[src/rtl/bus_arbiter.sv]
// Two-port bus arbiter: the fetch (I) and load/store (D) ports share one external bus.
// Round-robin grant FSM, owner-only ack routing, and a watchdog that aborts un-acked cycles.
//
// state | meaning
// IDLE  | no owner, bus outputs held at 0
// GNT_I | fetcher owns the bus
// GNT_D | load/store unit owns the bus
module bus_arbiter #(
  parameter int TIMEOUT = 255,
  parameter int TW      = 8
) (
  input  logic        clk_i,
  input  logic        reset_i,
  input  logic [63:0] i_adr_i,
  input  logic [1:0]  i_size_i,
  input  logic        i_vpa_i,
  output logic        i_ack_o,
  output logic        i_err_o,
  input  logic [63:0] d_adr_i,
  input  logic [1:0]  d_size_i,
  input  logic        d_we_i,
  input  logic [15:0] d_dat_i,
  output logic        d_ack_o,
  output logic        d_err_o,
  output logic [63:0] adr_o,
  output logic [1:0]  size_o,
  output logic        we_o,
  output logic [15:0] dat_o,
  output logic        vpa_o,
  input  logic        ack_i,
  input  logic [15:0] dat_i,
  output logic [15:0] rdat_o,
  output logic [1:0]  gnt_o
);

  typedef enum logic [1:0] {
    IDLE  = 2'd0,
    GNT_I = 2'd1,
    GNT_D = 2'd2
  } state_t;

  localparam logic [TW-1:0] LP_TIMEOUT = TW'(TIMEOUT);
  localparam logic          LP_WD_EN   = (TIMEOUT != 0);

  state_t          r_state;
  state_t          w_next;
  logic            r_last_d;
  logic            w_last_d_next;
  logic [TW-1:0]   r_cnt;
  logic [TW-1:0]   w_cnt_next;
  logic            w_req_i;
  logic            w_req_d;
  logic            w_timeout;

  // Both requesting: the port that did not own the bus last goes first.
  function automatic state_t arb(input logic req_i, input logic req_d, input logic last_d);
    if (req_i && req_d) return last_d ? GNT_I : GNT_D;
    else if (req_i)     return GNT_I;
    else if (req_d)     return GNT_D;
    else                return IDLE;
  endfunction

  assign w_req_i   = |i_size_i;
  assign w_req_d   = |d_size_i;
  assign w_timeout = LP_WD_EN && (r_cnt == LP_TIMEOUT) && !ack_i;

  always_ff @(posedge clk_i or posedge reset_i) begin
    if (reset_i) begin
      r_state  <= IDLE;
      r_last_d <= 1'b1;
      r_cnt    <= '0;
    end else begin
      r_state  <= w_next;
      r_last_d <= w_last_d_next;
      r_cnt    <= w_cnt_next;
    end
  end

  always_comb begin
    w_next  = r_state;
    i_ack_o = 1'b0;
    i_err_o = 1'b0;
    d_ack_o = 1'b0;
    d_err_o = 1'b0;
    adr_o   = '0;
    size_o  = '0;
    we_o    = 1'b0;
    dat_o   = '0;
    vpa_o   = 1'b0;
    case (r_state)
      IDLE: begin
        w_next = arb(w_req_i, w_req_d, r_last_d);
      end
      GNT_I: begin
        i_ack_o = ack_i;
        if (ack_i) begin
          w_next = arb(w_req_i, w_req_d, r_last_d);
        end else if (!w_req_i) begin
          w_next = arb(1'b0, w_req_d, r_last_d);
        end else if (w_timeout) begin
          i_err_o = 1'b1;
          w_next  = arb(1'b0, w_req_d, r_last_d);
        end
        // The aborted cycle must not be seen on the bus.
        if (!(w_timeout && w_req_i)) begin
          adr_o  = i_adr_i;
          size_o = i_size_i;
          vpa_o  = i_vpa_i;
        end
      end
      GNT_D: begin
        d_ack_o = ack_i;
        if (ack_i) begin
          w_next = arb(w_req_i, w_req_d, r_last_d);
        end else if (!w_req_d) begin
          w_next = arb(w_req_i, 1'b0, r_last_d);
        end else if (w_timeout) begin
          d_err_o = 1'b1;
          w_next  = arb(w_req_i, 1'b0, r_last_d);
        end
        if (!(w_timeout && w_req_d)) begin
          adr_o  = d_adr_i;
          size_o = d_size_i;
          we_o   = d_we_i;
          dat_o  = d_dat_i;
        end
      end
      default: begin
        w_next = IDLE;
      end
    endcase
  end

  always_comb begin
    w_last_d_next = r_last_d;
    if (w_next == GNT_D)      w_last_d_next = 1'b1;
    else if (w_next == GNT_I) w_last_d_next = 1'b0;
  end

  // Each new transaction (grant entry or back-to-back after an ack) restarts the count.
  always_comb begin
    w_cnt_next = '0;
    if (LP_WD_EN && (w_next != IDLE) && (w_next == r_state) && !ack_i)
      w_cnt_next = r_cnt + 1'b1;
  end

  assign gnt_o  = (r_state == GNT_I) ? 2'b01 :
                  (r_state == GNT_D) ? 2'b10 : 2'b00;
  assign rdat_o = reset_i ? 16'h0000 : dat_i;

endmodule

[config.mk]
export PLATFORM = sky130hd
export DESIGN_NAME = bus_arbiter
export DESIGN_NICKNAME = d
export VERILOG_FILES = /design/src/rtl/bus_arbiter.sv
export SDC_FILE = /design/constraint.sdc
export NUM_CORES = 1
export LEC_CHECK = 0
export BUFFER_PORTS_ARGS = -buffer_cell sky130_fd_sc_hd__buf_2
export CAP_MARGIN = 40
export CELL_PAD_IN_SITES_DETAIL_PLACEMENT = 0
export CELL_PAD_IN_SITES_GLOBAL_PLACEMENT = 1
export CORE_MARGIN = 4
export CORE_UTILIZATION = 21
export DETAILED_ROUTE_END_ITERATION = 10
export PLACE_DENSITY_LB_ADDON = 0.2
export SKIP_LAST_GASP = 1
export SYNTH_ARGS = -nofsm -noshare
export SYNTH_HDL_FRONTEND = slang
export SYNTH_SLANG_ARGS = --single-unit
[constraint.sdc]
create_clock -name clk_i -period 5.8 [get_ports clk_i]
set_input_delay 0.29 -clock clk_i [delete_from_list [all_inputs] [get_ports clk_i]]
set_output_delay 0.29 -clock clk_i [all_outputs]
set_load 0.05 [all_outputs]
### Word level (Yosys, flattened, before mapping)

Cells that the tools add are included.

* input bits: 169
* bits in registers: 11
* logic and storage cells: 61

* muxes and demuxes: 39
* add/sub/neg operators: 1
* equality and inequality tests: 6
* reductions and logical operators: 12

Operator list (count)
* 64-bit 2-to-1 mux: 2
* 64-bit one-hot mux with 2 select lines: 1
* 16-bit 2-to-1 mux: 3
* 2-bit 2-to-1 mux: 14
* 1-bit 2-to-1 mux: 16
* 8-bit by 1-bit adder with 8-bit output (second input constant): 1
* 8-bit == test (second input constant): 1
* 8-bit 2-to-1 mux: 1
* 1-bit logical AND: 6
* 2-bit one-hot mux with 3 select lines: 1
* 2-bit by 1-bit == test with 1-bit output (second input constant): 2
* 2-bit == test (second input constant): 2
* 2-bit one-hot mux with 2 select lines: 1
* 2-bit nonzero test: 2
* 2-bit OR reduction: 2
* 2-bit == test: 1
* 2-bit zero test: 1
* 1-bit zero test: 1

### Depth between registers and ports, before layout

* word-level depth: 10
* depth in mapped cells: 13
* mapped depth without buffers: 13

### Least setup slack after synthesis

OpenSTA, ideal clock, no wires.

* kind: register to output
* start: reg r_state[1]
* end: out adr_o[22]
* data arrival time: 2.694 ns
* path slack: 2.816 ns
* stages on the path, launching flop included: 9
* path through: dfrtp_1 > inv_1 > ha_1 > clkbuf_1 > a21boi_1 > buf_2 > buf_2 > a22oi_1 > nor2b_1

* longest elaborated chain between the ends: 2
* elaborated cells on any way between the ends: 3

RTL lines
* from (decl): RTL line 45 `state_t r_state;`
* from (signal assigned): RTL line 73 `r_state <= w_next;`
* 2-bit == test or 2-bit by 1-bit == test with 1-bit output (tied branches): RTL line 90 `case (r_state)`
* 64-bit one-hot mux with 2 select lines *: RTL line 90
* to (decl): RTL line 25 `output logic [63:0] adr_o,`

Every way passes the cells marked *; elsewhere a longest branch is shown, timed or not.

### Worst setup path after layout

* start: reg r_state[1]
* end: out adr_o[17]

Same word-level chain as after synthesis.

==> reports/results.txt <==
Avg Synthesized Cell Area - 7.451 µm²
Synth async-reset ratio - 100.0%
Cell taking the most area after synthesis - nor2b_1
Critical path launch point type - flop
Clk_skew - 4.352 ps
Cell count after synthesis - 287
TNS Setup - 0 ps
Die area - 11860 µm²
Dpl hpwl - 9.095 mm
Most numerous cell in the Yosys netlist - nor2b_1
Final Max Slew Viols - 0
Wire per inst - 16.25 µm
Max H-tree Level - 1
Max Buffers Root-to-Sink - 2
Via count - 3134
GP Congestion - 0.8007
Share of the synthesized area in the top cell type - 23.41%
Reg-to-reg startpoint - r_state[1]$_DFF_PP0_
#FFs+latches synth - 11
Worst Max-Slew Pin Slew - 780.3 ps
Synth top cells by count - nor2b_1, a22oi_1, and2_1
Vias per inst - 4.643
RSZ-0062 raised after global routing - no
Status - finished, final reports clean
Grt ovf - 0
Mapped Nets - 464
Synth Flop Type - dfrtp_1
Final wirelength - 10.97 mm
Final hold violation count - 0
Setup violations, final - 0
Clock root buffer master - clkbuf_8
All-Layer GR Usage - 16.25%
Clock tree from TritonCTS - yes
Num rows - 36
Nets - 720
Initial antenna violation count - 2
Diodes inserted - 0
Crit-path max FO - 48
Tmin final - 3278 ps
Period utilization - 56.52%
Slew headroom - 47.98%
Total power - 1.878 mW
Area contributors post-synth - nor2b_1, a22oi_1, dfrtp_1
Remaining antenna violation count - 0
CP arrival - 2990 ps
DR pass1 iterations - 5
Hold Crit Class - input pin to async pin
FMAX - 305.0 MHz
Postcts setup bufs - 0
Residual DRC - 0
Die width - 108.9 µm
# hold bufs at CTS - 0
Power Density - 515.8 nW/µm²
Resized Gates After CTS - 0
Post-Syn Area - 2138 µm²
Initial Util - 21.68%
1st-iter DRT viols - 224
Worst-path clk slew - 50 ps
Critical Path RT - 5510 ps
Ys Warns - 0
Layout cells sized above 1 - 53.87%
Clock buffer count from CTS - 3
Area growth, synth to finish - 70.27%
Netlist cell types - 41
Vias in the first global route - 2821
Input/output buffers - 274
# clock sinks - 11
Core area - 9864 µm²
Largest net degree at the start of global routing - 82
Top Ports - 275
Worst VDD drop - 0.2418 mV
Crit path launch - r_state[1]$_DFF_PP0_
First-pass GRT wire length - 15.30 mm
EDFF count, synth - 0
Critical path endpoint category - output pin
P_leak - 1.964 nW
Crit Path Class - flop to output pin
Clock Latency Late Sink - 240 ps
Max-Cap Viols - 0
Die height - 108.9 µm
Seq/Total Area, Yosys - 12.93%
==> per-stage QoR <==
step	setup slack [ps]	utilization, %	std cells	hold slack, ps	cell area, µm²
after CTS	2513	36.91	675	192.9	3641
after floorplan	2816	-	287	355.1	2138
after global placement	2860	36.45	671	436.2	3596
after detailed placement	2714	36.45	671	447.8	3596
final	2522	36.91	675	173.4	3641
after global routing	2213	36.91	675	225.9	3641
==> layout by cell type (no fill, tap or decap), types with 5 or more instances in the layout <==
master	Yosys	routed
nor3_1	9	9
dfrtp_1	10	10
nor2b_1	80	80
inv_1	6	6
nand2_1	5	5
o21ai_0	7	7
and2_1	21	21
a22oi_1	66	66
buf_2	12	274
nor2_1	9	9
ha_1	8	8
==> metal layers <==
metal | part of all wire [%] | track usage (%) | wire [µm] | vias up
li1 | - | - | - | 1544
met1 | 39 | 20.26 | 4255 | 1408
met2 | 50 | 28.38 | 5467 | 162
met3 | 9.6 | 4.085 | 1050 | 16
met4 | 1.6 | 3.066 | 172 | 4
met5 | 0.24 | 0 | 26 | -
==> worst paths after layout <==
kind                                        endpoint  slack, ps  depth (start not counted)
worst max register to register    r_cnt[1]$_DFF_PP0_       2740                         11
min in group clk_i                r_cnt[0]$_DFF_PP0_        470                          1
worst max-delay path                       adr_o[17]       2520                          7
worst min-delay path            r_state[0]$_DFF_PP0_        170                          2
worst min register to register    r_cnt[0]$_DFF_PP0_        470                          1
max in group asynchronous       r_last_d$_DFFE_PP1P_       5310                          2
==> state kept, by name (all words and copies together), names as in the netlist <==
signal    flops
r_cnt         8
r_last_d      1
r_state       2
==> worst max-delay path, stage by stage, from the launching register on <==
cell and delay (ps):
dfrtp_1 450, inv_1 170, ha_1 410, a21boi_4 550
buf_4 540, a22oi_1 130, nor2b_1 170, buf_2 280
==> cell families (layout without fill, tap and decap cells) <==
family | after synthesis | after routing | share of synthesized area (%)
adder cells (fa/ha/maj) | 8 | 8 | 4.681
AO/OA/AOI/OAI | 89 | 89 | 33.12
buffers and inverters | 32 | 287 | 6.729
flip-flops | 11 | 11 | 12.93
XOR/XNOR | 6 | 6 | 2.458
AND/OR/NAND/NOR | 141 | 141 | 40.08
==> cell type report <==
| type | count | area (µm²) |
|---|---|---|
| clock buffer | 4 | 45.04 |
| fill | 1089 | 6223 |
| inverter | 6 | 22.52 |
| multi-input combinational | 244 | 1737 |
| sequential | 11 | 276.5 |
| tap | 133 | 166.4 |
| timing repair buffer | 277 | 1394 |
==> report_power, final <==
part           internal (mW)  leakage (nW)  switching [mW]
Clock                 0.0482        0.0228          0.0279
Combinational          0.492          1.79            1.20
Sequential            0.0910         0.147          0.0159
Total                  0.632          1.96            1.25
No activity file was read; power rests on OpenSTA's default activity.
